`config.mk`:
```
export PLATFORM = sky130hd
export DESIGN_NAME = mem_ctrl
export DESIGN_NICKNAME = d
export VERILOG_FILES = /design/src/rtl/mem_ctrl.sv
export SDC_FILE = /design/constraint.sdc
export NUM_CORES = 1
export LEC_CHECK = 0
export CORE_MARGIN = 3
export CORE_UTILIZATION = 48
export DETAILED_ROUTE_END_ITERATION = 7
export PLACE_DENSITY = 0.8
export SETUP_SLACK_MARGIN = 0.1
export SKIP_LAST_GASP = 1
export SYNTH_ARGS = -nofsm -noshare
export SYNTH_HDL_FRONTEND = slang
export SYNTH_SLANG_ARGS = --single-unit
export TNS_END_PERCENT = 50
```
`constraint.sdc`:
```
create_clock -name clk -period 5.1 [get_ports clk]
set_input_delay 0.765 -clock clk [delete_from_list [all_inputs] [get_ports clk]]
set_output_delay 0.765 -clock clk [all_outputs]
set_load 0.01 [all_outputs]
```
`src/rtl/mem_ctrl.sv`:
```
// ---------------------------------------------------------------------------
// mem_ctrl
// ---------------------------------------------------------------------------
// Memory access controller between the CPU datapath and a 16-bit-word RAM
// with combinational read and level-sensitive write. It accepts one load or
// store at a time through a valid/ready handshake. The RAM enables are
// sequenced so that each one is active for exactly one cycle per word.
// A 32-bit access is split into a low word at addr and a high word at addr+1.
// The high-word address wraps modulo 2^ADDR_W. Completion is signalled by a
// one-cycle resp_valid pulse.
//
// Optional feature (macro MEM_CTRL_ALIGN_CHECK_EN):
//   When the macro is defined, a wide request with an odd address is rejected.
//   The FSM goes straight to RESP, no RAM enable is asserted, and resp_err is
//   raised together with resp_valid. When the macro is undefined, resp_err is
//   tied to 0.
//
// Ports:
//   clk, rst          rising-edge clock; asynchronous active-high reset
//   req_valid/ready   request handshake (ready is combinational from state)
//   req_write         1 = store, 0 = load
//   req_wide          1 = 32-bit access, 0 = 16-bit access
//   req_addr          word address
//   req_wdata         store data; [15:0] -> addr, [31:16] -> addr+1
//   resp_valid        one-cycle completion pulse
//   resp_rdata        registered load result, held until the next read
//   resp_err          request rejected (alignment check only)
//   ram_*             RAM address / data / enables and RAM read data
// ---------------------------------------------------------------------------
module mem_ctrl #(
  parameter int ADDR_W = 12,
  parameter int DATA_W = 16
) (
  input  logic                clk,
  input  logic                rst,
  input  logic                req_valid,
  output logic                req_ready,
  input  logic                req_write,
  input  logic                req_wide,
  input  logic [ADDR_W-1:0]   req_addr,
  input  logic [2*DATA_W-1:0] req_wdata,
  output logic                resp_valid,
  output logic [2*DATA_W-1:0] resp_rdata,
  output logic                resp_err,
  output logic [ADDR_W-1:0]   ram_address,
  output logic [DATA_W-1:0]   ram_data_in,
  output logic                ram_write_enable,
  output logic                ram_read_enable,
  input  logic [DATA_W-1:0]   ram_data_out
);

  typedef enum logic [1:0] {
    IDLE = 2'd0,
    LO   = 2'd1,
    HI   = 2'd2,
    RESP = 2'd3
  } state_t;

  state_t state, state_nx;

  // Request captured at the handshake
  logic              wr_q;
  logic              wide_q;
  logic [ADDR_W-1:0] addr_q;
  logic [DATA_W-1:0] wdata_hi_q;   // the low store word goes straight to ram_data_in
  logic [DATA_W-1:0] rd_lo_q;      // low word of a wide read, waiting for the high word

  logic handshake;
  logic reject;
  logic busy;

  assign handshake = req_valid && req_ready;
  assign busy      = (state == LO) || (state == HI);

`ifdef MEM_CTRL_ALIGN_CHECK_EN
  logic err_q;
  assign reject   = req_wide && req_addr[0];
  assign resp_err = (state == RESP) && err_q;
`else
  assign reject   = 1'b0;
  assign resp_err = 1'b0;
`endif

  // The gating with rst makes the enables and the ready signal drop the
  // moment reset rises. This does not depend on the state register updating.
  assign req_ready        = (state == IDLE) && !rst;
  assign resp_valid       = (state == RESP);
  assign ram_read_enable  = busy && !wr_q   && !rst;
  assign ram_write_enable = busy &&  wr_q   && !rst;

  // NOTE: every signal written in always_comb gets a default before the case.
  // If a branch forgets a signal, this stops the tool from inferring a latch.
  always_comb begin
    state_nx = state;
    unique case (state)
      IDLE: if (handshake) state_nx = reject ? RESP : LO;
      LO:   state_nx = wide_q ? HI : RESP;
      HI:   state_nx = RESP;
      RESP: state_nx = IDLE;
      default: state_nx = IDLE;
    endcase
  end

  // ram_address and ram_data_in are registers. Each one is loaded on the
  // edge that enters LO or HI, so it is valid for the whole of that cycle.
  // Outside LO and HI it holds the last value that was driven.
  // NOTE: sequential state uses non-blocking assignments only. All flops then
  // sample the pre-edge values, and the simulation order of blocks cannot
  // change the result.
  always_ff @(posedge clk or posedge rst) begin
    if (rst) begin
      state       <= IDLE;
      wr_q        <= 1'b0;
      wide_q      <= 1'b0;
      addr_q      <= '0;
      wdata_hi_q  <= '0;
      rd_lo_q     <= '0;
      resp_rdata  <= '0;
      ram_address <= '0;
      ram_data_in <= '0;
`ifdef MEM_CTRL_ALIGN_CHECK_EN
      err_q       <= 1'b0;
`endif
    end else begin
      state <= state_nx;
      unique case (state)
        IDLE: begin
          if (handshake) begin
            wr_q       <= req_write;
            wide_q     <= req_wide;
            addr_q     <= req_addr;
            wdata_hi_q <= req_wdata[2*DATA_W-1:DATA_W];
`ifdef MEM_CTRL_ALIGN_CHECK_EN
            err_q      <= reject;
`endif
            if (!reject) begin
              ram_address <= req_addr;
              if (req_write) ram_data_in <= req_wdata[DATA_W-1:0];
            end
          end
        end
        LO: begin
          if (!wr_q) begin
            // A narrow read completes here. A wide read parks its low word
            // so that resp_rdata only changes once the read has finished.
            if (wide_q) rd_lo_q    <= ram_data_out;
            else        resp_rdata <= {{DATA_W{1'b0}}, ram_data_out};
          end
          if (wide_q) begin
            ram_address <= addr_q + 1'b1;   // wraps modulo 2^ADDR_W
            if (wr_q) ram_data_in <= wdata_hi_q;
          end
        end
        HI: begin
          if (!wr_q) resp_rdata <= {ram_data_out, rd_lo_q};
        end
        default: ;
      endcase
    end
  end

endmodule

```
==> results.json <==
{
  "finalWeightedCongestion": 0.804,
  "final_antenna_net_count": 0,
  "cts_tree": "done",
  "worstPathCellList": "clkdlybuf4s50_1, inv_4, and3_1, clkdlybuf4s50_1",
  "final.setup.tns_ns": 0,
  "synth_top_area_frac": 0.562,
  "num_rows": 35,
  "period_share": 0.649,
  "wl_met1_um": 4530,
  "setup_viol": 0,
  "ys_warn_count": 0,
  "die-area_mm2": 0.0113,
  "dr_wl_met2_um": 5490,
  "fill_cells": 744,
  "synth.most_common_cell": "dfrtp_1",
  "synth_cell_types": 36,
  "drt_wl_total_um": 10500,
  "yosys.area.top_type": "dfrtp_1",
  "io_pins": 130,
  "min_path_type": "register to register",
  "relSlewSlack": 0.220,
  "dieHeight_um": 106,
  "cp_num_buf_inv": 3,
  "post_cts_resized": 0,
  "top_layer": "met4",
  "status": "complete, no violations",
  "antenna_found_initial": 0,
  "core-area_mm2": 0.00950,
  "post_cts_buffers": 0,
  "grt_pass1_wl_um": 17900,
  "die_x_um": 106,
  "p_switching_mw": 1.43,
  "p_int_mw": 2.67,
  "crit_type": "input port to primary output",
  "grt_max_degree": 57,
  "drt-pass1-iter-count": 4,
  "drive_above_1_share": 0.178,
  "rsz0062_at_grt": "no",
  "crit_slowest_cell": "clkdlybuf4s50_1",
  "cp-end-kind": "primary output",
  "drcViolationCount": 0,
  "wl_per_cell_um": 16.0,
  "p_per_area_mw_per_mm2": 637,
  "max-cap-violations": 0,
  "sequentialPowerShare": 0.381,
  "switching_share": 0.350,
  "via_count": 3388,
  "synth_top_flop_cell": "dfrtp_1",
  "syn_to_final_growth_pct": 33.8,
  "clock_latency_ns": 0.36,
  "cts_max_level": 3,
  "post-dp-hpwl_um": 7590,
  "antenna_cells": 0,
  "cp_max_fo": 54,
  "fmax_ghz": 0.302,
  "synth_nets": 474,
  "cts.reportedPaths.clkPinSlew_ns": 0.10,
  "synth_area_mm2": 0.00481,
  "setup.worst_path.start_class": "input port",
  "hold_violations": 0,
  "cpMostUsedCell": "clkdlybuf4s50_1",
  "utilization": 0.678,
  "dr_wl_met3_um": 370,
  "cts_hold_buf": 0,
  "synth_area_leaders": "dfrtp_1, mux2_2, nand2_1, mux2i_1, o21ai_0",
  "clock_path_buffers": 2,
  "cts_made_buffers": 9,
  "critPathRequiredTime_ns": 4.34,
  "cp_slowest_stage_delay_ns": 0.53,
  "synth_area_per_cell_um2": 11.9,
  "slew_viol_final": 0,
  "synth-seq-cells": 108,
  "synth_common_cells": "dfrtp_1, mux2_2, nand2_1, o21ai_0, nand3_1",
  "clock-sinks": 108,
  "crit_family": "buffers and inverters",
  "final_nets": 595,
  "arrival_ns": 2.54,
  "drt-initial-drc-count": 109,
  "p_clk_frac": 0.149,
  "via_per_inst": 5.15,
  "async_flop_share": 1.00,
  "placed_cell_area_mm2": 0.00620,
  "tightestPinTransition_ns": 1.17,
  "combPwrFrac": 0.471,
  "grt.overflow.total": 0,
  "track_usage": 0.199,
  "synthCells": 403,
  "initial_utilization": 0.506,
  "ys_seq_area_frac": 0.562,
  "cts-root-buf": "clkbuf_8",
  "grt_pass1_vias": 3587,
  "finalClockSkew_ns": 0.0173,
  "peakVddDrop_uv": 304,
  "leakagePower_nw": 2.78,
  "io_buffers": 128,
  "final_area_mm2": 0.00644,
  "layout_min_cycle_time_ns": 3.31,
  "synth_edf_count": 0
}
-- layer usage --
layer,up-vias,GRT usage
met4,0,0.0546
li1,1630,-
met2,82,0.348
met3,13,0.0346
met1,1663,0.253
met5,-,0
-- through the flow --
stage               setup slack, ns  hold WS, ns  total power, mW  std cells
floorplan                     0.843        0.474             2.71        403
global placement               1.41        0.452             3.44        642
detailed placement             1.35        0.459             3.54        642
CTS                            1.72        0.480             4.16        658
global route                   1.57        0.503             4.41        658
finish                         1.79        0.474             4.10        658
-- cell usage in the layout (no fill, tap or decap), types with 3 or more instances in the layout --
cell and instances:
clkdlybuf4s50_1 128, nand2_1 66, buf_4 5, inv_1 6, nand2b_1 4, nor2b_1 4, nor2_1 7, xnor2_1 8
mux2_2 68, o221ai_1 4, mux2i_1 20, ha_1 6, mux2_1 10, dfrtp_1 108, o21ai_0 26, nand3_1 21
bufinv_16 3, clkbuf_8 9
-- power by group through the flow --
stage | combinational (mW) | clock [mW] | sequential (mW)
finish | 1.93 | 0.610 | 1.56
global route | 2.13 | 0.660 | 1.62
CTS | 1.96 | 0.627 | 1.56
detailed placement | 1.96 | 0 | 1.58
global placement | 1.89 | 0 | 1.55
floorplan | 1.09 | 0 | 1.63
-- cell type report --
cell class	count	area (um^2)	share of cell area
sequential	108	2700	0.420
inverter	7	28.8	0.00447
tap	129	161	0.0251
multi-input combinational	265	1990	0.309
clock inverter	5	108	0.0167
clock buffer	11	131	0.0204
timing repair buffer	133	1320	0.205
-- registers in the layout, indices dropped and copies added, names as in the netlist --
| register | flops |
|---|---|
| state | 2 |
| ram_address | 12 |
| ram_data_in | 16 |
| rd_lo_q | 16 |
| wr_q | 1 |
| addr_q | 12 |
| wide_q | 1 |
| wdata_hi_q | 16 |
| resp_rdata | 32 |
-- logic make-up after synthesis --
kind of cell    synth area share
simple gates               0.106
flops                      0.562
mux                        0.224
compound gates            0.0507
buf+inv                   0.0263
xor+xnor                  0.0146
fa+ha+maj                 0.0156
other cells             0.000779
-- tightest hold or removal path: cells and delay by family, from the launching register on --
| kind | cells | cell delay [ns] |
|---|---|---|
| flip-flops | 1 | 0.35 |
| AND/OR/NAND/NOR | 2 | 0.10 |
-- path summary, 6_finish.rpt --
kind / from / endpoint / slack [ns] / depth (start not counted)
worst max-delay path: rst / ram_write_enable / 1.79 / 4
worst min-delay path: resp_rdata[30]$_DFFE_PP0P_ / resp_rdata[30]$_DFFE_PP0P_ / 0.47 / 2
worst max register to register: state[0]$_DFFE_PP0P_ / ram_data_in[11]$_DFFE_PP0P_ / 1.96 / 7
worst min register to register: resp_rdata[30]$_DFFE_PP0P_ / resp_rdata[30]$_DFFE_PP0P_ / 0.47 / 2
max in group asynchronous: rst / ram_data_in[14]$_DFFE_PP0P_ / 3.04 / 3
min in group asynchronous: rst / wr_q$_DFFE_PP0P_ / 0.93 / 2
Note: power is estimated with default switching activity, not from simulation.
